`src/rtl/uart_tx_arbiter_if.sv`:
```
// uart_tx_arbiter_if
//   Bundles the two requester handshakes and the serial-line status of the
//   UART transmit arbiter into one interface.
//
//   Signals:
//     req0_valid / req0_data / req0_ready : requester 0 byte handshake
//     req1_valid / req1_data / req1_ready : requester 1 byte handshake
//     tx_out   : 8N1 serial line, idle high
//     busy     : a frame is in flight
//     grant_id : requester whose frame is in flight (or was last served)
//
//   Modports:
//     master : the requester side (drives valid/data, observes the rest)
//     slave  : the arbiter itself
interface uart_tx_arbiter_if;
  logic       req0_valid;
  logic [7:0] req0_data;
  logic       req0_ready;
  logic       req1_valid;
  logic [7:0] req1_data;
  logic       req1_ready;
  logic       tx_out;
  logic       busy;
  logic       grant_id;

  modport master (
    output req0_valid, req0_data, req1_valid, req1_data,
    input  req0_ready, req1_ready, tx_out, busy, grant_id
  );

  modport slave (
    input  req0_valid, req0_data, req1_valid, req1_data,
    output req0_ready, req1_ready, tx_out, busy, grant_id
  );
endinterface

```
`src/rtl/uart_tx_arbiter.sv`:
```
// uart_tx_arbiter
//   Two requesters share one 8N1 UART transmitter. A round-robin arbiter
//   picks which requester is accepted while the transmitter is idle; the
//   accepted byte is sent as start bit, eight data bits LSB first, stop bit.
//
//   Parameters:
//     CLKS_PER_BIT : clk_in cycles per UART bit (>= 2)
//     CNT_W        : bit-period counter width, 2**CNT_W >= CLKS_PER_BIT
//
//   Ports:
//     clk_in : single clock, rising edge
//     rst    : asynchronous active-high reset; aborts any frame at once
//     bus    : uart_tx_arbiter_if.slave (handshakes, tx_out, busy, grant_id)
module uart_tx_arbiter #(
  parameter int CLKS_PER_BIT = 5208,
  parameter int CNT_W        = 13
) (
  input  logic               clk_in,
  input  logic               rst,
  uart_tx_arbiter_if.slave   bus
);

  typedef enum logic [1:0] {
    IDLE  = 2'd0,
    START = 2'd1,
    DATA  = 2'd2,
    STOP  = 2'd3
  } state_t;

  localparam logic [CNT_W-1:0] CNT_LAST = CNT_W'(CLKS_PER_BIT - 1);

  state_t           state_reg, state_next;
  logic [CNT_W-1:0] cnt_reg, cnt_next;
  logic [2:0]       bit_idx_reg, bit_idx_next;
  logic [7:0]       shift_reg, shift_next;
  logic             tx_reg, tx_next;
  logic             grant_reg, grant_next;
  logic             last_grant_reg, last_grant_next;

  logic             sel;
  logic             ready0;
  logic             ready1;
  logic             bit_done;

  // Requester selection: a lone requester wins outright; under contention
  // the one that was not served last wins. Ready is forced low during reset
  // so nothing is ever accepted while the block is being held.
  always_comb begin
    sel    = (bus.req0_valid && bus.req1_valid) ? ~last_grant_reg : bus.req1_valid;
    ready0 = !rst && (state_reg == IDLE) && bus.req0_valid && !sel;
    ready1 = !rst && (state_reg == IDLE) && bus.req1_valid &&  sel;
  end

  assign bit_done = (cnt_reg == CNT_LAST);

  always_comb begin
    state_next      = state_reg;
    cnt_next        = bit_done ? '0 : cnt_reg + CNT_W'(1);
    bit_idx_next    = bit_idx_reg;
    shift_next      = shift_reg;
    tx_next         = tx_reg;
    grant_next      = grant_reg;
    last_grant_next = last_grant_reg;

    case (state_reg)
      IDLE: begin
        cnt_next = '0;
        tx_next  = 1'b1;
        // The start bit is driven from the handshake edge itself so the
        // line falls on the first edge after acceptance.
        if (ready0) begin
          shift_next      = bus.req0_data;
          grant_next      = 1'b0;
          last_grant_next = 1'b0;
          state_next      = START;
          tx_next         = 1'b0;
        end else if (ready1) begin
          shift_next      = bus.req1_data;
          grant_next      = 1'b1;
          last_grant_next = 1'b1;
          state_next      = START;
          tx_next         = 1'b0;
        end
      end

      START: begin
        if (bit_done) begin
          state_next   = DATA;
          bit_idx_next = 3'd0;
          tx_next      = shift_reg[0];
        end
      end

      DATA: begin
        if (bit_done) begin
          if (bit_idx_reg == 3'd7) begin
            state_next = STOP;
            tx_next    = 1'b1;
          end else begin
            // Shift right so the next data bit always sits in bit 0.
            bit_idx_next = bit_idx_reg + 3'd1;
            shift_next   = {1'b0, shift_reg[7:1]};
            tx_next      = shift_reg[1];
          end
        end
      end

      STOP: begin
        tx_next = 1'b1;
        if (bit_done) begin
          state_next = IDLE;
        end
      end

      default: begin
        state_next = IDLE;
        cnt_next   = '0;
        tx_next    = 1'b1;
      end
    endcase
  end

  always_ff @(posedge clk_in or posedge rst) begin
    if (rst) begin
      state_reg      <= IDLE;
      cnt_reg        <= '0;
      bit_idx_reg    <= 3'd0;
      shift_reg      <= 8'd0;
      tx_reg         <= 1'b1;
      grant_reg      <= 1'b0;
      last_grant_reg <= 1'b1;
    end else begin
      state_reg      <= state_next;
      cnt_reg        <= cnt_next;
      bit_idx_reg    <= bit_idx_next;
      shift_reg      <= shift_next;
      tx_reg         <= tx_next;
      grant_reg      <= grant_next;
      last_grant_reg <= last_grant_next;
    end
  end

  assign bus.req0_ready = ready0;
  assign bus.req1_ready = ready1;
  assign bus.tx_out     = tx_reg;
  assign bus.busy       = (state_reg != IDLE);
  assign bus.grant_id   = grant_reg;

endmodule
```
`src/flat_wrapper.sv`:
```
// flat-port wrapper written by rule: the top's interface ports become plain ports
module uart_tx_arbiter_flat 
#(
  parameter int CLKS_PER_BIT = 5208,
  parameter int CNT_W        = 13
)
  (clk_in, rst, bus_req0_valid, bus_req0_data, bus_req1_valid, bus_req1_data, bus_req0_ready, bus_req1_ready, bus_tx_out, bus_busy, bus_grant_id);
  uart_tx_arbiter_if bus_i ();
  input  logic clk_in;
  input  logic rst;
  input wire logic [$bits(bus_i.req0_valid)-1:0] bus_req0_valid;
  input wire logic [$bits(bus_i.req0_data)-1:0] bus_req0_data;
  input wire logic [$bits(bus_i.req1_valid)-1:0] bus_req1_valid;
  input wire logic [$bits(bus_i.req1_data)-1:0] bus_req1_data;
  output wire logic [$bits(bus_i.req0_ready)-1:0] bus_req0_ready;
  output wire logic [$bits(bus_i.req1_ready)-1:0] bus_req1_ready;
  output wire logic [$bits(bus_i.tx_out)-1:0] bus_tx_out;
  output wire logic [$bits(bus_i.busy)-1:0] bus_busy;
  output wire logic [$bits(bus_i.grant_id)-1:0] bus_grant_id;
  assign bus_i.req0_valid = bus_req0_valid;
  assign bus_i.req0_data = bus_req0_data;
  assign bus_i.req1_valid = bus_req1_valid;
  assign bus_i.req1_data = bus_req1_data;
  assign bus_req0_ready = bus_i.req0_ready;
  assign bus_req1_ready = bus_i.req1_ready;
  assign bus_tx_out = bus_i.tx_out;
  assign bus_busy = bus_i.busy;
  assign bus_grant_id = bus_i.grant_id;
  uart_tx_arbiter #(.CLKS_PER_BIT(CLKS_PER_BIT), .CNT_W(CNT_W)) u_core (.clk_in(clk_in), .rst(rst), .bus(bus_i));
endmodule
```
`config.mk`:
```
export PLATFORM = sky130hd
export DESIGN_NAME = uart_tx_arbiter_flat
export DESIGN_NICKNAME = d
export VERILOG_FILES = /design/src/rtl/uart_tx_arbiter_if.sv /design/src/rtl/uart_tx_arbiter.sv /design/src/flat_wrapper.sv
export SDC_FILE = /design/constraint.sdc
export NUM_CORES = 1
export LEC_CHECK = 0
export BUFFER_PORTS_ARGS = -buffer_cell sky130_fd_sc_hd__buf_2
export CAP_MARGIN = 20
export CORE_MARGIN = 5
export CORE_UTILIZATION = 45
export DETAILED_ROUTE_END_ITERATION = 6
export PLACE_DENSITY = 0.76
export SYNTH_ARGS = -nofsm -noshare
export SYNTH_HDL_FRONTEND = slang
export SYNTH_SLANG_ARGS = --single-unit
```
`constraint.sdc`:
```
create_clock -name clk_in -period 2.1 [get_ports clk_in]
set_clock_uncertainty 0.2 [all_clocks]
set_input_delay 0.42 -clock clk_in [delete_from_list [all_inputs] [get_ports clk_in]]
set_output_delay 0.42 -clock clk_in [all_outputs]
set_load 0.01 [all_outputs]
```
==> flow_summary.yaml, run 1 <==
pwr:
  leakagePower_uw: 0.001072
  p_seq_share_pct: 52.2
  ir_drop_v: 0.0004240
  comb_power_share_pct: 4.6
  clockPowerShare_pct: 43.3
  switchingPower_uw: 225.0
  p_sw_share_pct: 20.99
  powerDensity_nw_per_um2: 489.6
  internal_power_uw: 847.1
outcome:
  status: "completed"
drt:
  ant_nets: 0
  first_pass_iters: 4
  drt-initial-drc-count: 91
  route.detailed.drc: 0
  via_per_inst: 5.315
  avgRoutedWirePerCell_um: 13.25
  num_vias: 1451
  wirelength_um: 3618
global_route:
  antenna_found_initial: 0
  overflow: 0
  grtUsageTotal_pct: 14.79
  grt_pass1_wl_um: 5913
  grt_pass1_vias: 1373
  grt_start_max_net_pins: 30
logic_synthesis:
  synth_cell_type_count: 41
  syn_area_um2: 1688
  synth-seq-cells: 29
  synth_nets: 199
  synth-main-ff-cell: "dfrtp_1"
  avgSynthCellArea_um2: 9.871
  synthCells: 171
  yosys_warnings: 0
  async_reset_ff_share_pct: 100.0
  synth_enable_flop_cells: 0
  synth_seq_area_share_pct: 43.14
critical_path:
  cp-end-kind: "flip-flop"
  startpoint: "u_core.cnt_reg[1]$_DFF_PP0_"
  rr_endpoint: "u_core.shift_reg[6]$_DFFE_PP0P_"
  r2r-start: "u_core.cnt_reg[1]$_DFF_PP0_"
  critPathArrivalTime_ps: 2060
  cp-start-kind: "flip-flop"
  crit_end: "u_core.shift_reg[6]$_DFFE_PP0P_"
  worstPathRequired_ps: 2060
  path_class: "flip-flop to flip-flop"
  r2r_setup_slack_ps: 0.5
  reg2reg_depth: 5
  critical_path.max_fanout: 8
floorplan:
  die_w_um: 71.25
  coreArea_um2: 3661
  rows: 22
  die-area_um2: 5076
  start_util_pct: 46.10
  die_h_um: 71.25
  ios: 25
cts:
  clock-sinks: 29
  htree_levels: 2
  numCtsBuffers: 5
  ctsHoldBuffers: 0
  cts-root-buf: "clkbuf_8"
  cts_tree: "built"
  clockBufferDepth: 2
  clk_pin_slew_worst_paths_ps: 60
  clk_latency_ps: 280
timing:
  hold_viol: 0
  post-route-period-util_pct: 99.98
  rsz0062_at_grt: "yes"
  setup-violations-final: 0
  worstMarginPinSlew_ps: 505.1
  fin_crit_ps: 2100
  slew_violations: 0
  fmax_mhz: 476.3
  max_slew_margin_pct: 65.97
  tns_ps: 0
placed_design:
  finalWeightedCongestion: 0.7879
  io_buffers: 24
  place_hpwl_um: 2646
  placed_cells: 256
  detailed_place.area_um2: 1998
finish:
  nFillCells: 307
  layout-drive-gt1-share_pct: 37.78
  final_common_cell: "dfrtp_1"
  diodes: 0
  seq_area_um2: 728.2
  fin_util_pct: 59.81
  layout.cells.non_filler: 273
  final_area_um2: 2190
  multi_input_area_um2: 927.1
  final_net_count: 252
  largest_reg_flops: 13
  final_cell_mix: "dfrtp_1 (27), buf_4 (25), buf_2 (24)"
  area_growth_pct: 29.73
hold_path:
  hp-class: "primary input to async pin"
flow_run:
  maxCapViolations: 0
==> how the worst min path moves through the flow <==
stage,end,start,depth (start not counted)
final,u_core.shift_reg[0]$_DFFE_PP0P_,rst,3
after global routing,u_core.shift_reg[0]$_DFFE_PP0P_,rst,3
after CTS,u_core.shift_reg[3]$_DFFE_PP0P_,rst,3
after detailed placement,u_core.bus.grant_id$_DFFE_PP0P_,u_core.bus.grant_id$_DFFE_PP0P_,1
after global placement,u_core.bus.grant_id$_DFFE_PP0P_,u_core.bus.grant_id$_DFFE_PP0P_,1
after floorplan,u_core.bit_idx_reg[0]$_DFFE_PP0P_,rst,1
==> cell usage after synthesis, types with 3 or more instances <==
library cell,count,area share [%]
a21oi_1,8,2.4
a2bb2oi_1,7,3.6
a31oi_1,8,3.0
clkbuf_1,4,0.89
dfrtp_1,27,40
ha_1,8,5.9
inv_1,9,2.0
mux2_2,10,6.7
nand2_1,5,1.1
nand3_1,6,1.8
nor2_1,16,3.6
nor3_1,4,1.2
nor4_1,3,1.1
o21ai_0,15,4.4
or3_1,4,1.5
xnor2_1,5,2.6
==> kinds of logic (layout without fill, tap and decap cells) <==
logic type	Yosys count	count (layout)	share of synthesized area [%]
muxes	11	11	7.265
AOI/OAI and AO/OA	45	45	17.87
and+or+nand+nor	55	55	18.53
buffers and inverters	16	70	3.631
adders and majority gates	8	8	5.931
xor gates and xnor gates	7	7	3.632
DFF	29	29	43.14
==> worst max-delay path, cell delays in order (launching register included) <==
cell and delay, ps:
dfrtp_1 350, ha_2 190, or4b_4 470, nor3_4 260, a31oi_4 190, mux2_2 330
==> stage by stage <==
step	worst slack (ps)	hold WS, ps	total power [uW]
6_report	0.4938	77.14	1072
5_1_grt	-89.48	113.6	1128
4_1_cts	-23.10	77.53	1095
3_5_place_dp	-13.52	283.1	618.5
3_3_place_gp	41.83	254.8	618.4
2_1_floorplan	-6.195	132.9	591.0
==> power by group through the flow <==
| stage | Combinational [uW] | Clock [uW] | Sequential (uW) |
|---|---|---|---|
| after global routing | 56.0 | 514 | 559 |
| after floorplan | 21.9 | 0 | 569 |
| after global placement | 49.4 | 0 | 569 |
| after detailed placement | 49.4 | 0 | 569 |
| final | 49.0 | 464 | 559 |
| after CTS | 49.5 | 486 | 559 |
==> layout make-up <==
class	count	share of cell area, %
Clock buffer	8	4.114
Inverter	10	1.943
Multi-Input combinational cell	126	42.34
Sequential cell	29	33.26
Tap cell	48	2.743
Timing Repair Buffer	52	15.60
==> metal layers <==
metal | share of wire [%] | track usage (%) | up-vias
met5 | 0 | 0 | -
met4 | 2.1 | 7.724 | 0
met3 | 5.2 | 5.049 | 8
met2 | 50 | 24.90 | 33
met1 | 42 | 16.47 | 682
li1 | - | - | 728
==> what timing repair did <==
item                       CTS  global route
setup endpoints to repair   12            24
gates cloned                 0             0
buffers inserted             0             9
pin swaps                    0             5
gates resized for setup      4             6
(Power assumes the default switching activity.)
==> run 2: changes to the inputs <==
Settings changed: CORE_UTILIZATION 45 to 51, PLACE_DENSITY 0.76 to 0.83.
==> flow_summary.yaml, run 2 (same netlist as run 1, synthesis figures left out) <==
outcome:
  status: "finished with violations"
  violations: "negative setup slack"
critical_path:
  cp-end-kind: "flip-flop"
  startpoint: "u_core.cnt_reg[0]$_DFF_PP0_"
  critPathArrivalTime_ps: 2120
  cp-start-kind: "flip-flop"
  crit_end: "u_core.shift_reg[6]$_DFFE_PP0P_"
  path_class: "flip-flop to flip-flop"
  rr_endpoint: "u_core.shift_reg[6]$_DFFE_PP0P_"
  r2r_setup_slack_ps: -10
  worstPathRequired_ps: 2110
  critical_path.max_fanout: 8
  r2r-start: "u_core.cnt_reg[0]$_DFF_PP0_"
  reg2reg_depth: 5
timing:
  fin_crit_ps: 2110
  worstMarginPinSlew_ps: 516.7
  max_slew_margin_pct: 65.48
  fmax_mhz: 474.0
  post-route-period-util_pct: 100.5
  setup-violations-final: 4
  rsz0062_at_grt: "yes"
  hold_viol: 0
  slew_violations: 0
  layout_setup_ws_ps: -9.561
drt:
  drt-initial-drc-count: 26
  first_pass_iters: 4
  avgRoutedWirePerCell_um: 13.79
  via_per_inst: 5.459
  ant_nets: 0
  num_vias: 1452
  route.detailed.drc: 0
  wirelength_um: 3667
floorplan:
  start_util_pct: 54.40
  die_w_um: 67.53
  ios: 25
  coreArea_um2: 3103
  die-area_um2: 4560
  rows: 20
  die_h_um: 67.53
cts:
  numCtsBuffers: 5
  clk_latency_ps: 320
  htree_levels: 2
  cts-root-buf: "clkbuf_4"
  clk_pin_slew_worst_paths_ps: 100
  clock-sinks: 29
  clockBufferDepth: 2
  ctsHoldBuffers: 0
  cts_tree: "built"
finish:
  largest_reg_flops: 13
  final_cell_mix: "dfrtp_1 (27), buf_2 (24), buf_4 (23)"
  nFillCells: 279
  final_net_count: 249
  final_common_cell: "dfrtp_1"
  layout-drive-gt1-share_pct: 36.94
  diodes: 0
  fin_util_pct: 68.47
  area_growth_pct: 25.87
pwr:
  leakagePower_uw: 0.001046
  powerDensity_nw_per_um2: 434.4
  p_total_uw: 923.0
  ir_drop_v: 0.0003477
global_route:
  grt_start_max_net_pins: 30
  grt_pass1_wl_um: 6134
  antenna_found_initial: 0
  overflow: 0
  grtUsageTotal_pct: 18.09
  grt_pass1_vias: 1461
flow_run:
  maxCapViolations: 0
placed_design:
  place_hpwl_um: 2715
  finalWeightedCongestion: 0.8317
  io_buffers: 24
  dp_worst_setup_slack_ps: -43.06
hold_path:
  hp-class: "primary input to async pin"
[run 2: repair_timing]
| item | CTS | global route |
|---|---|---|
| pin swaps | 1 | 5 |
| gates resized for setup | 4 | 5 |
| setup buffers | 3 | 6 |
| endpoints found under the setup margin | 13 | 20 |
[run 2: how the worst min path moves through the flow]
stage,end,slack (ps),cells after the start
finish,u_core.bit_idx_reg[2]$_DFFE_PP0P_,20,3
global route,u_core.bit_idx_reg[2]$_DFFE_PP0P_,40,3
CTS,u_core.bit_idx_reg[2]$_DFFE_PP0P_,10,3
detailed placement,u_core.bus.grant_id$_DFFE_PP0P_,270,1
global placement,u_core.bus.grant_id$_DFFE_PP0P_,250,1
floorplan,u_core.bit_idx_reg[0]$_DFFE_PP0P_,130,1
[run 2: metrics by stage]
| step | hold slack, ps | TNS [ps] | cells | area (um^2) |
|---|---|---|---|---|
| 2_1_floorplan | 132.9 | -49.56 | 171 | 1699 |
| 3_3_place_gp | 253.4 | 0 | 249 | 1971 |
| 3_5_place_dp | 271.1 | -315.6 | 249 | 1971 |
| 4_1_cts | 10.61 | -199.9 | 260 | 2057 |
| 5_1_grt | 41.88 | -893.1 | 266 | 2125 |
| 6_report | 24.86 | -21.48 | 266 | 2125 |
[run 2: report_power, final]
| group | internal [uW] | switching, uW | leakage [uW] | total [uW] |
|---|---|---|---|---|
| clock network | 127 | 190 | 0.0000320 | 317 |
| registers | 558 | 0 | 0.000378 | 558 |
| logic | 20.2 | 27.1 | 0.000635 | 47.4 |
| total | 706 | 217 | 0.00105 | 923 |
[run 2: final cells by class]
type                       instances  area [um^2]  area share (%)
inverter                          10        42.54           2.002
multi-input combinational        126        932.1           43.88
timing repair buffer              49        315.3           14.84
clock inverter                     2        10.01          0.4711
sequential                        29        728.2           34.28
tap                               44        55.05           2.591
clock buffer                       6        41.29           1.943
[run 2: critical path, cell delays in order, from the launching register on]
cell and delay, ps:
dfrtp_1 370, ha_2 190, or4b_4 470, nor3_4 260, a31oi_4 200, mux2_2 330
[run 2: routing by layer]
layer	up-vias	part of all wire (%)	GRT usage, %
met2	35	54	32.56
met4	0	1.0	7.595
met5	-	0	0
li1	722	-	-
met1	690	39	19.50
met3	5	5.3	5.324
==> run 3: changes to the inputs <==
Settings changed: CORE_MARGIN 5 to 2.
==> flow_summary.yaml, run 3 (same netlist as run 1, synthesis figures left out) <==
outcome:
  status: "completed"
critical_path:
  cp_cell_sequence: "ha_2 > or4b_4 > nor3_4 > buf_4 > a31oi_4 > mux2_2"
  critPathTopFamily: "simple AND/OR/NAND/NOR gates"
  worstPathRequired_ps: 2120
  critPathArrivalTime_ps: 2100
  path_buf_inv: 1
  crit_slowest_cell: "or4b_4"
  critPathMaxStageDelay_ps: 470
  cp-start-kind: "flip-flop"
  critical_path.max_fanout: 8
  path_class: "flip-flop to flip-flop"
  cp-end-kind: "flip-flop"
timing:
  post-route-period-util_pct: 98.68
  setup-violations-final: 0
  max_slew_margin_pct: 71.74
  fin_crit_ps: 2072
  fmax_mhz: 482.5
  hold_viol: 0
  layout_setup_ws_ps: 27.64
  worstMarginPinSlew_ps: 419.4
  slew_violations: 0
  rsz0062_at_grt: "yes"
placed_design:
  detailed_place.area_um2: 1993
  finalWeightedCongestion: 0.8645
  place_hpwl_um: 2738
  dp_worst_setup_slack_ps: -26.76
  io_buffers: 24
drt:
  avgRoutedWirePerCell_um: 15.14
  wirelength_um: 4117
  drt-initial-drc-count: 51
  ant_nets: 0
  first_pass_iters: 4
  route.detailed.drc: 0
  num_vias: 1542
  via_per_inst: 5.669
global_route:
  antenna_found_initial: 0
  grt_pass1_wl_um: 6541
  grt_pass1_vias: 1484
  grtUsageTotal_pct: 23.74
  overflow: 0
  grt_start_max_net_pins: 30
finish:
  diodes: 0
  final_common_cell: "buf_4"
  final_net_count: 255
  final_cell_mix: "buf_4 (31), dfrtp_1 (27), buf_2 (24)"
  nFillCells: 248
  final_area_um2: 2206
  largest_reg_flops: 13
  area_growth_pct: 30.69
  layout-drive-gt1-share_pct: 40.35
cts:
  clockBufferDepth: 2
  htree_levels: 2
  clock-sinks: 29
  clk_latency_ps: 330
  numCtsBuffers: 5
  cts_tree: "built"
  cts-root-buf: "clkbuf_4"
  clk_pin_slew_worst_paths_ps: 100
pwr:
  powerDensity_nw_per_um2: 498.4
  p_total_uw: 1099
  leakagePower_uw: 0.001087
  ir_drop_v: 0.0004544
floorplan:
  ios: 25
  rows: 20
  die_w_um: 61.53
  coreArea_um2: 3103
  die-area_um2: 3786
  start_util_pct: 54.40
  die_h_um: 61.53
hold_path:
  hp-class: "primary input to async pin"
flow_run:
  maxCapViolations: 0
==> run 3: power breakdown <==
part / total, uW / leakage, uW / switching, uW / internal, uW
Combinational: 48.5 / 0.000663 / 28.0 / 20.5
Clock: 493 / 0.0000455 / 209 / 284
Sequential: 558 / 0.000378 / 0 / 558
==> run 3: final timing paths <==
kind,depth (start not counted),slack [ps],to,start
worst max-delay path,6,30,u_core.shift_reg[0]$_DFFE_PP0P_,u_core.cnt_reg[0]$_DFF_PP0_
worst min-delay path,3,4,u_core.shift_reg[6]$_DFFE_PP0P_,rst
worst max register to register,6,30,u_core.shift_reg[0]$_DFFE_PP0P_,u_core.cnt_reg[0]$_DFF_PP0_
worst min register to register,1,280,u_core.bus.grant_id$_DFFE_PP0P_,u_core.bus.grant_id$_DFFE_PP0P_
max in group asynchronous,3,1380,u_core.bus.tx_out$_DFFE_PP1P_,rst
min in group clk_in,3,200,u_core.last_grant_reg$_DFFE_PP1P_,bus_req1_valid
==> run 3: metrics by stage <==
step / hold slack, ps / utilization [%] / cells / setup TNS (ps)
floorplan: 132.9 / - / 171 / -49.56
global placement: 259.0 / 64.23 / 252 / 0
detailed placement: 260.2 / 64.23 / 252 / -198.9
CTS: 3.412 / 68.47 / 264 / -23.55
global route: 40.36 / 71.09 / 272 / -375.5
finish: 4.497 / 71.09 / 272 / 0
==> run 3: layer usage <==
metal	global-route usage [%]	routed length (um)	vias up
met1	27.38	1667	748
met5	0	0	-
met4	6.687	69	0
li1	-	-	739
met3	6.933	202	7
met2	42.56	2177	48
==> run 3: repair_timing <==
action / CTS / global route
setup endpoints to repair: 13 / 25
resized for setup: 5 / 6
buffers inserted: 4 / 8
pin swaps: 1 / 3
hold buffers: 0 / 0
==> run 3: area by class of cell <==
type	count	area [um^2]	share of cell area, %
multi-input cells	126	942.2	42.71
flip-flops and latches	29	728.2	33.01
repair buffers	55	352.8	16.00
clock buffers	7	55.05	2.496
well taps	44	55.05	2.496
inverters	10	42.54	1.929
clock inverters	1	30.03	1.361
==> run 3: tightest hold or removal path, delay by kind of cell <==
kind                   cells  cell delay (ps)
buffers and inverters      3              540
